**config.mk**
```make
export PLATFORM = sky130hd
export DESIGN_NAME = rggen_irq_coalescer
export DESIGN_NICKNAME = d
export VERILOG_FILES = /design/src/rtl/rggen_irq_coalescer.sv
export SDC_FILE = /design/constraint.sdc
export NUM_CORES = 1
export LEC_CHECK = 0
export BUFFER_PORTS_ARGS = -buffer_cell sky130_fd_sc_hd__buf_2
export CELL_PAD_IN_SITES_DETAIL_PLACEMENT = 0
export CELL_PAD_IN_SITES_GLOBAL_PLACEMENT = 1
export CORE_AREA = 2 2 70 98
export CTS_CLUSTER_SIZE = 8
export DETAILED_ROUTE_END_ITERATION = 8
export DIE_AREA = 0 0 72 100
export GPL_TIMING_DRIVEN = 0
export PLACE_DENSITY_LB_ADDON = 0.1
export SETUP_SLACK_MARGIN = 0.2
export SLEW_MARGIN = 25
export SYNTH_ARGS = -nofsm -noshare
export SYNTH_HDL_FRONTEND = slang
export SYNTH_SLANG_ARGS = --single-unit
```
**constraint.sdc**
```tcl
create_clock -name clk -period 6.83 [get_ports clk]
set_clock_uncertainty 0.05 [all_clocks]
set_input_delay 1.366 -clock clk [delete_from_list [all_inputs] [get_ports clk]]
set_output_delay 1.366 -clock clk [all_outputs]
set_load 0.05 [all_outputs]
```
**src/rtl/rggen_irq_coalescer.sv**
```systemverilog
// Interrupt coalescer for a bank of W1C status fields: forwards event
// pulses as field sets and raises one irq on an event-count threshold or timeout.
module rggen_irq_coalescer #(
    parameter int SOURCES     = 8,
    parameter int COUNT_WIDTH = 8,
    parameter int TIMER_WIDTH = 16
) (
    input  logic                   clk,
    input  logic                   rst_n,
    input  logic [SOURCES-1:0]     i_event,
    output logic [SOURCES-1:0]     o_set,
    input  logic [SOURCES-1:0]     i_status,
    input  logic [SOURCES-1:0]     i_enable,
    input  logic                   i_coalesce_en,
    input  logic [COUNT_WIDTH-1:0] i_threshold,
    input  logic [TIMER_WIDTH-1:0] i_timeout,
    output logic                   o_irq,
    output logic [COUNT_WIDTH-1:0] o_event_count,
    output logic [1:0]             o_state
);

    localparam logic [1:0] IDLE   = 2'd0;
    localparam logic [1:0] WAIT   = 2'd1;
    localparam logic [1:0] ASSERT = 2'd2;

    // six extra bits hold a popcount of up to 32 sources on top of the counter
    localparam int SUM_W = COUNT_WIDTH + 6;
    localparam logic [SUM_W-1:0] CNT_MAX = {{6{1'b0}}, {COUNT_WIDTH{1'b1}}};

    logic [1:0]             state;
    logic [1:0]             state_next;
    logic [COUNT_WIDTH-1:0] count;
    logic [COUNT_WIDTH-1:0] count_next;
    logic [TIMER_WIDTH-1:0] timer;
    logic [TIMER_WIDTH-1:0] timer_next;
    logic                   irq;
    logic                   pending;
    logic                   thr_met;
    logic                   tmo_met;
    logic                   to_idle;
    logic [SOURCES-1:0]     hits;
    logic [5:0]             inc;
    logic [SUM_W-1:0]       base;
    logic [SUM_W-1:0]       sum;

    assign o_set         = i_event;
    assign o_irq         = irq;
    assign o_event_count = count;
    assign o_state       = state;

    assign pending = |(i_status & i_enable);
    assign hits    = i_event & i_enable;
    assign thr_met = count >= i_threshold;
    assign tmo_met = timer >= i_timeout;

    always_comb begin
        inc = '0;
        for (int i = 0; i < SOURCES; i++) begin
            inc = inc + 6'(hits[i]);
        end
    end

    always_comb begin
        state_next = state;
        case (state)
            IDLE: begin
                if (pending) begin
                    state_next = i_coalesce_en ? WAIT : ASSERT;
                end
            end
            WAIT: begin
                // losing pending wins over a threshold/timeout hit
                if (!pending) begin
                    state_next = IDLE;
                end else if (thr_met || tmo_met) begin
                    state_next = ASSERT;
                end
            end
            ASSERT: begin
                if (!pending) begin
                    state_next = IDLE;
                end
            end
            default: state_next = IDLE;
        endcase
    end

    assign to_idle = (state_next == IDLE) && (state != IDLE);

    always_comb begin
        base       = to_idle ? '0 : SUM_W'(count);
        sum        = base + SUM_W'(inc);
        count_next = (sum > CNT_MAX) ? {COUNT_WIDTH{1'b1}}
                                     : sum[COUNT_WIDTH-1:0];
    end

    always_comb begin
        timer_next = '0;
        if (state == WAIT && state_next == WAIT) begin
            timer_next = (&timer) ? timer : timer + TIMER_WIDTH'(1);
        end
    end

    always_ff @(posedge clk or negedge rst_n) begin
        if (!rst_n) begin
            state <= IDLE;
            count <= '0;
            timer <= '0;
            irq   <= 1'b0;
        end else begin
            state <= state_next;
            count <= count_next;
            timer <= timer_next;
            irq   <= (state_next == ASSERT);
        end
    end

endmodule

```
* After elaboration in Yosys (flattened, before gate mapping) *
Cells that the tools add are included.

word-level totals
  output and inout bits = 19
  input port bits = 51
  bits in registers = 27

cells by class
  add/subtract/negate cells = 9
  bitwise gates (word level) = 2
  multiplexer cells = 10
  equality and inequality tests = 5
  reductions and logical operators = 8
  magnitude comparators = 3

operator list
  kind                                                                             number
  16-bit 2-to-1 mux                                                                2
  16-bit by 1-bit adder with 16-bit output, second input constant                  1
  8-bit bitwise AND                                                                2
  16-bit greater-or-equal comparator                                               1
  8-bit 2-to-1 mux                                                                 2
  16-bit AND reduction                                                             1
  6-bit by 1-bit adder with 6-bit output                                           2
  2-bit 2-to-1 mux                                                                 5
  8-bit by 6-bit adder with 9-bit output                                           1
  9-bit by 8-bit greater-than comparator with 1-bit output, second input constant  1
  8-bit greater-or-equal comparator                                                1
  8-bit OR reduction                                                               1
  5-bit by 1-bit adder with 6-bit output                                           1
  2-bit one-hot mux with 3 select lines                                            1
  4-bit by 1-bit adder with 5-bit output                                           1
  3-bit by 1-bit adder with 4-bit output                                           1
  2-bit by 1-bit == test with 1-bit output, second input constant                  2
  2-bit == test, second input constant                                             2
  2-bit logical NOT                                                                2
  2-bit by 1-bit adder with 3-bit output                                           1
  1-bit by 1-bit adder with 2-bit output                                           1
  1-bit logical AND                                                                2
  2-bit != test, second input constant                                             1
  2-bit nonzero test                                                               1
  1-bit logical OR                                                                 1

* Longest topological paths before layout *
  depth after elaboration = 11
  gate-level depth with buffers = 15
  depth with buffers taken out = 15

* Least setup slack after synthesis *
No wires, ideal clock.

  path type = input port to flip-flop
  from = input port i_enable[4]
  to = register count[7], in the netlist o_event_count[7]
  stages on the path = 15
  path buffers = 0
  setup slack = 1.860 ns
  data arrival time = 4.833 ns
  library setup time = 0.086 ns
  required time = 6.694 ns
  path through = a22oi_1 and4_1 maj3_1 nand2b_1 fa_1 inv_1 fa_1 fa_1 inv_1 fa_1 nand2b_1 a21oi_1 nand4_1 and3_1 nor3_1

between the ends
  word-level cells in the longest chain between the ends = 10
  elaborated cells on any way between the ends = 17
  those cells by class = add/sub (5); order compare (1); mux (6); bitwise (2); reduce/logical (3)

ends and longest elaborated chain
  item                                                                                            RTL line  source
  start: declaration                                                                              13        input logic [SOURCES-1:0] i_enable,
  parallel branches: the longest is 7 deep, another holds 5-bit by 1-bit adder with 6-bit output  n/a
  8-bit by 6-bit adder with 9-bit output *                                                        92        sum = base + SUM_W'(inc);
  9-bit by 8-bit greater-than comparator with 1-bit output                                        93        count_next = (sum > CNT_MAX) ? {COUNT_WIDTH{1'b1}}
  8-bit 2-to-1 mux *                                                                              93
  net count_next[7]                                                                               33        logic [COUNT_WIDTH-1:0] count_next;
  end signal: assignment                                                                          112       count <= count_next;
  end: declaration                                                                                32        logic [COUNT_WIDTH-1:0] count;

Mark *: on every way through the listed nets, which the timed path passes.
A chain may end at the register's enable or synchronous reset.

* Worst setup path in the final report *
  from = input port i_enable[0]
  to = register count[7], in the netlist o_event_count[7]

between the ends
  word-level cells in the longest chain between the ends = 11
  elaborated cells on any way between the ends = 20
  those cells by class = add/sub (8); order compare (1); mux (6); bitwise (2); reduce/logical (3)

ends and longest elaborated chain
  item                                                      RTL line  source
  8-bit bitwise AND                                         52        assign hits = i_event & i_enable;
  1-bit by 1-bit adder with 2-bit output                    59        inc = inc + 6'(hits[i]);
  2-bit by 1-bit adder with 3-bit output                    59
  3-bit by 1-bit adder with 4-bit output                    59
  4-bit by 1-bit adder with 5-bit output                    59
  5-bit by 1-bit adder with 6-bit output                    59
  6-bit by 1-bit adder with 6-bit output (2 in a row)       59
  8-bit by 6-bit adder with 9-bit output *                  92
  9-bit by 8-bit greater-than comparator with 1-bit output  93
  8-bit 2-to-1 mux *                                        93
  net count_next[7]                                         33

The timed path passes the listed nets; every way through them passes the cells marked *.

==> flow_summary.json <==
{
  "status": "complete, no violations",
  "clock-sinks": 27,
  "vias": 2114,
  "slew_headroom": 0.576,
  "p_leak_nw": 1.49,
  "synth-compound-area-share": 0.118,
  "num_rows": 35,
  "die_x_um": 72,
  "dp.cells": 410,
  "first_pass_iters": 4,
  "maxSlewViolCount": 0,
  "grt.overflow.total": 0,
  "worst_setup_path_end_kind": "register",
  "hold_path_end": "timer[6]",
  "synth_top_family_by_area": "simple AND/OR/NAND/NOR gates",
  "grt_max_degree": 28,
  "muxShareOfSynthArea": 0.0123,
  "setup_tns_ns": 0,
  "critical_path.startpoint_type": "input pin",
  "die_y_um": 100,
  "cpLargestDelayFamily": "adder cells",
  "gp_congestion": 0.789,
  "crit_start": "i_enable[0]",
  "dp_slack_ns": 1.46,
  "layout-drive-gt1-share": 0.309,
  "cp_cell_sequence": "buf_2 > a22oi_1 > and4_1 > maj3_1 > nand2b_1 > fa_1 > inv_1 > fa_1 > fa_1 > inv_1 > fa_1 > nand2b_1 > a21oi_1 > nand4_1 > and3_1 > nor3_1",
  "antenna_left": 0,
  "insertion_delay_ns": 0.27,
  "syn_nets": 354,
  "pin_count": 70,
  "avgRoutedWirePerCell_um": 13.5,
  "synth-seq-cells": 27,
  "crit_top_cell": "fa_1",
  "synth_xor_area_frac": 0.0538,
  "placeableCoreArea_um2": 6440,
  "fin_ws_ns": 1.80,
  "final_cells": 414,
  "cp.required_ns": 6.98,
  "r2r_cells": 13,
  "rrSetupSlack_ns": 2.81,
  "hold_viol": 0,
  "dieArea_um2": 7200,
  "fin_hold_ws_ns": 0.587,
  "arrival_ns": 5.17,
  "r2r_start": "o_state[0]",
  "cts_tree": "built",
  "hpwl_um": 4650,
  "nets": 428,
  "tightest_slew_ns": 0.635,
  "post_cts_buffers": 0,
  "powerDensity_nw_per_um2": 248,
  "synth_fa_ha_area_frac": 0.204,
  "avgSynthCellArea_um2": 9.14,
  "cts.repair.resized": 0,
  "path_clk_slew_ns": 0.10,
  "cp_slowest_stage_delay_ns": 0.56,
  "via_per_inst": 5.11,
  "rsz0062_at_grt": "no",
  "initialDrtViolationCount": 58,
  "grt_pass1_vias": 2158,
  "grt_pass1_wl_um": 9340,
  "max_freq_mhz": 199,
  "final_cell_area_um2": 2920,
  "cts_buffer_depth": 2,
  "hold_buffers": 0,
  "async_reset_ff_frac": 1.00,
  "initial_utilization": 0.379,
  "netlist_instances": 267,
  "routed_wl_um": 5570,
  "min-delay-path-class": "reg -> reg",
  "grt_usage": 0.163,
  "hold_path_startpoint": "timer[6]",
  "fin_util": 0.454,
  "seq_area_frac_synth": 0.277,
  "ys_types": 45,
  "period_share": 0.736,
  "synth-edff-count": 0,
  "holdPathStages": 2,
  "critPathKind": "in -> reg",
  "htreeDepth": 1,
  "postPlaceCellArea_um2": 2880,
  "cp_slowest_cell": "fa_1",
  "area_growth_pct": 19.8,
  "antenna_found_initial": 0,
  "r2r-end": "o_event_count[7]",
  "io_buffers": 69,
  "n_antenna_cell": 0,
  "drc_errors": 0,
  "synth_ff_type": "dfrtp_1",
  "ir_drop_mv": 0.188,
  "syn-cell-area_um2": 2440,
  "yosysWarningCount": 0,
  "p_total_mw": 0.725,
  "critPathBufInv": 3,
  "critPathMaxFanout": 9,
  "cts_buffers": 3,
  "cts-root-buf": "clkbuf_8",
  "synth-simple-area-share": 0.244,
  "cap_violations": 0,
  "finalSetupViolations": 0,
  "period_needed_ns": 5.03
}
## layer usage
layer	track usage	share of wire
met5	0	0
met4	0.0639	0.022
met1	0.180	0.40
met2	0.314	0.55
met3	0.0151	0.026
## final cells by class
cell class / instances / area, um^2
Sequential cell: 27 / 676
Clock inverter: 1 / 5.00
Fill cell: 662 / 3510
Tap cell: 74 / 92.6
Inverter: 34 / 128
Multi-Input combinational cell: 194 / 1540
Buffer: 12 / 95.1
Timing Repair Buffer: 69 / 345
Clock buffer: 3 / 41.3
## Yosys cell counts (all sizes together) (3+ instances only)
library cell / n / share of area
buf: 12 / 0.039
nor4: 4 / 0.018
nand4: 8 / 0.021
nor3: 17 / 0.057
inv: 34 / 0.052
a211oi: 7 / 0.024
a21oi: 16 / 0.033
a21o: 3 / 0.0092
fa: 5 / 0.041
o21a: 3 / 0.0092
nand2: 17 / 0.026
mux2i: 3 / 0.012
ha: 31 / 0.16
nand3: 11 / 0.027
and2: 5 / 0.013
nand2b: 7 / 0.018
dfrtp: 27 / 0.28
xor2: 5 / 0.018
nor2b: 4 / 0.010
a22oi: 5 / 0.015
o21ai: 4 / 0.0082
xnor2: 10 / 0.036
nor2: 11 / 0.018
and3: 3 / 0.0077
## worst max path at each step
| stage | to | depth (start not counted) |
|---|---|---|
| 2_1_floorplan | o_event_count[7] | 15 |
| 3_3_place_gp | o_event_count[7] | 16 |
| 3_5_place_dp | o_event_count[7] | 16 |
| 4_1_cts | o_event_count[7] | 16 |
| 5_1_grt | o_event_count[7] | 16 |
| 6_report | o_event_count[7] | 16 |
## cell usage in the layout, fill, tap and decap left out, drive strengths merged, types with 7 or more instances in the layout
master	synthesis	routed
buf	12	81
inv	34	34
ha	31	31
dfrtp	27	27
nand2	17	17
nor3	17	17
a21oi	16	16
nor2	11	11
nand3	11	11
xnor2	10	10
nand4	8	8
nand2b	7	7
a211oi	7	7
## worst min-delay path: stages (launching register included)
cell     delay, ns
dfrtp_1       0.42
xnor2_1       0.15
nor3_2        0.04
## power breakdown
part / leakage (nW) / internal (mW) / switching (mW)
clock network: 0.0255 / 0.0409 / 0.0514
registers: 0.362 / 0.191 / 0.0326
logic: 1.10 / 0.149 / 0.260
## logic make-up (layout without fill, tap and decap cells)
kind of cell,Yosys count,after routing
AO/OA/AOI/OAI,44,44
XOR/XNOR,15,15
adder cells (fa/ha/maj),37,37
buffers and inverters,46,119
flip-flops,27,27
multiplexers,3,3
AND/OR/NAND/NOR,95,95
## state kept, by name, indices dropped and copies added, names as in the netlist
register / flops
o_state: 2
timer: 16
o_event_count: 8
o_irq: 1
Note: power is estimated with default switching activity, not from simulation.
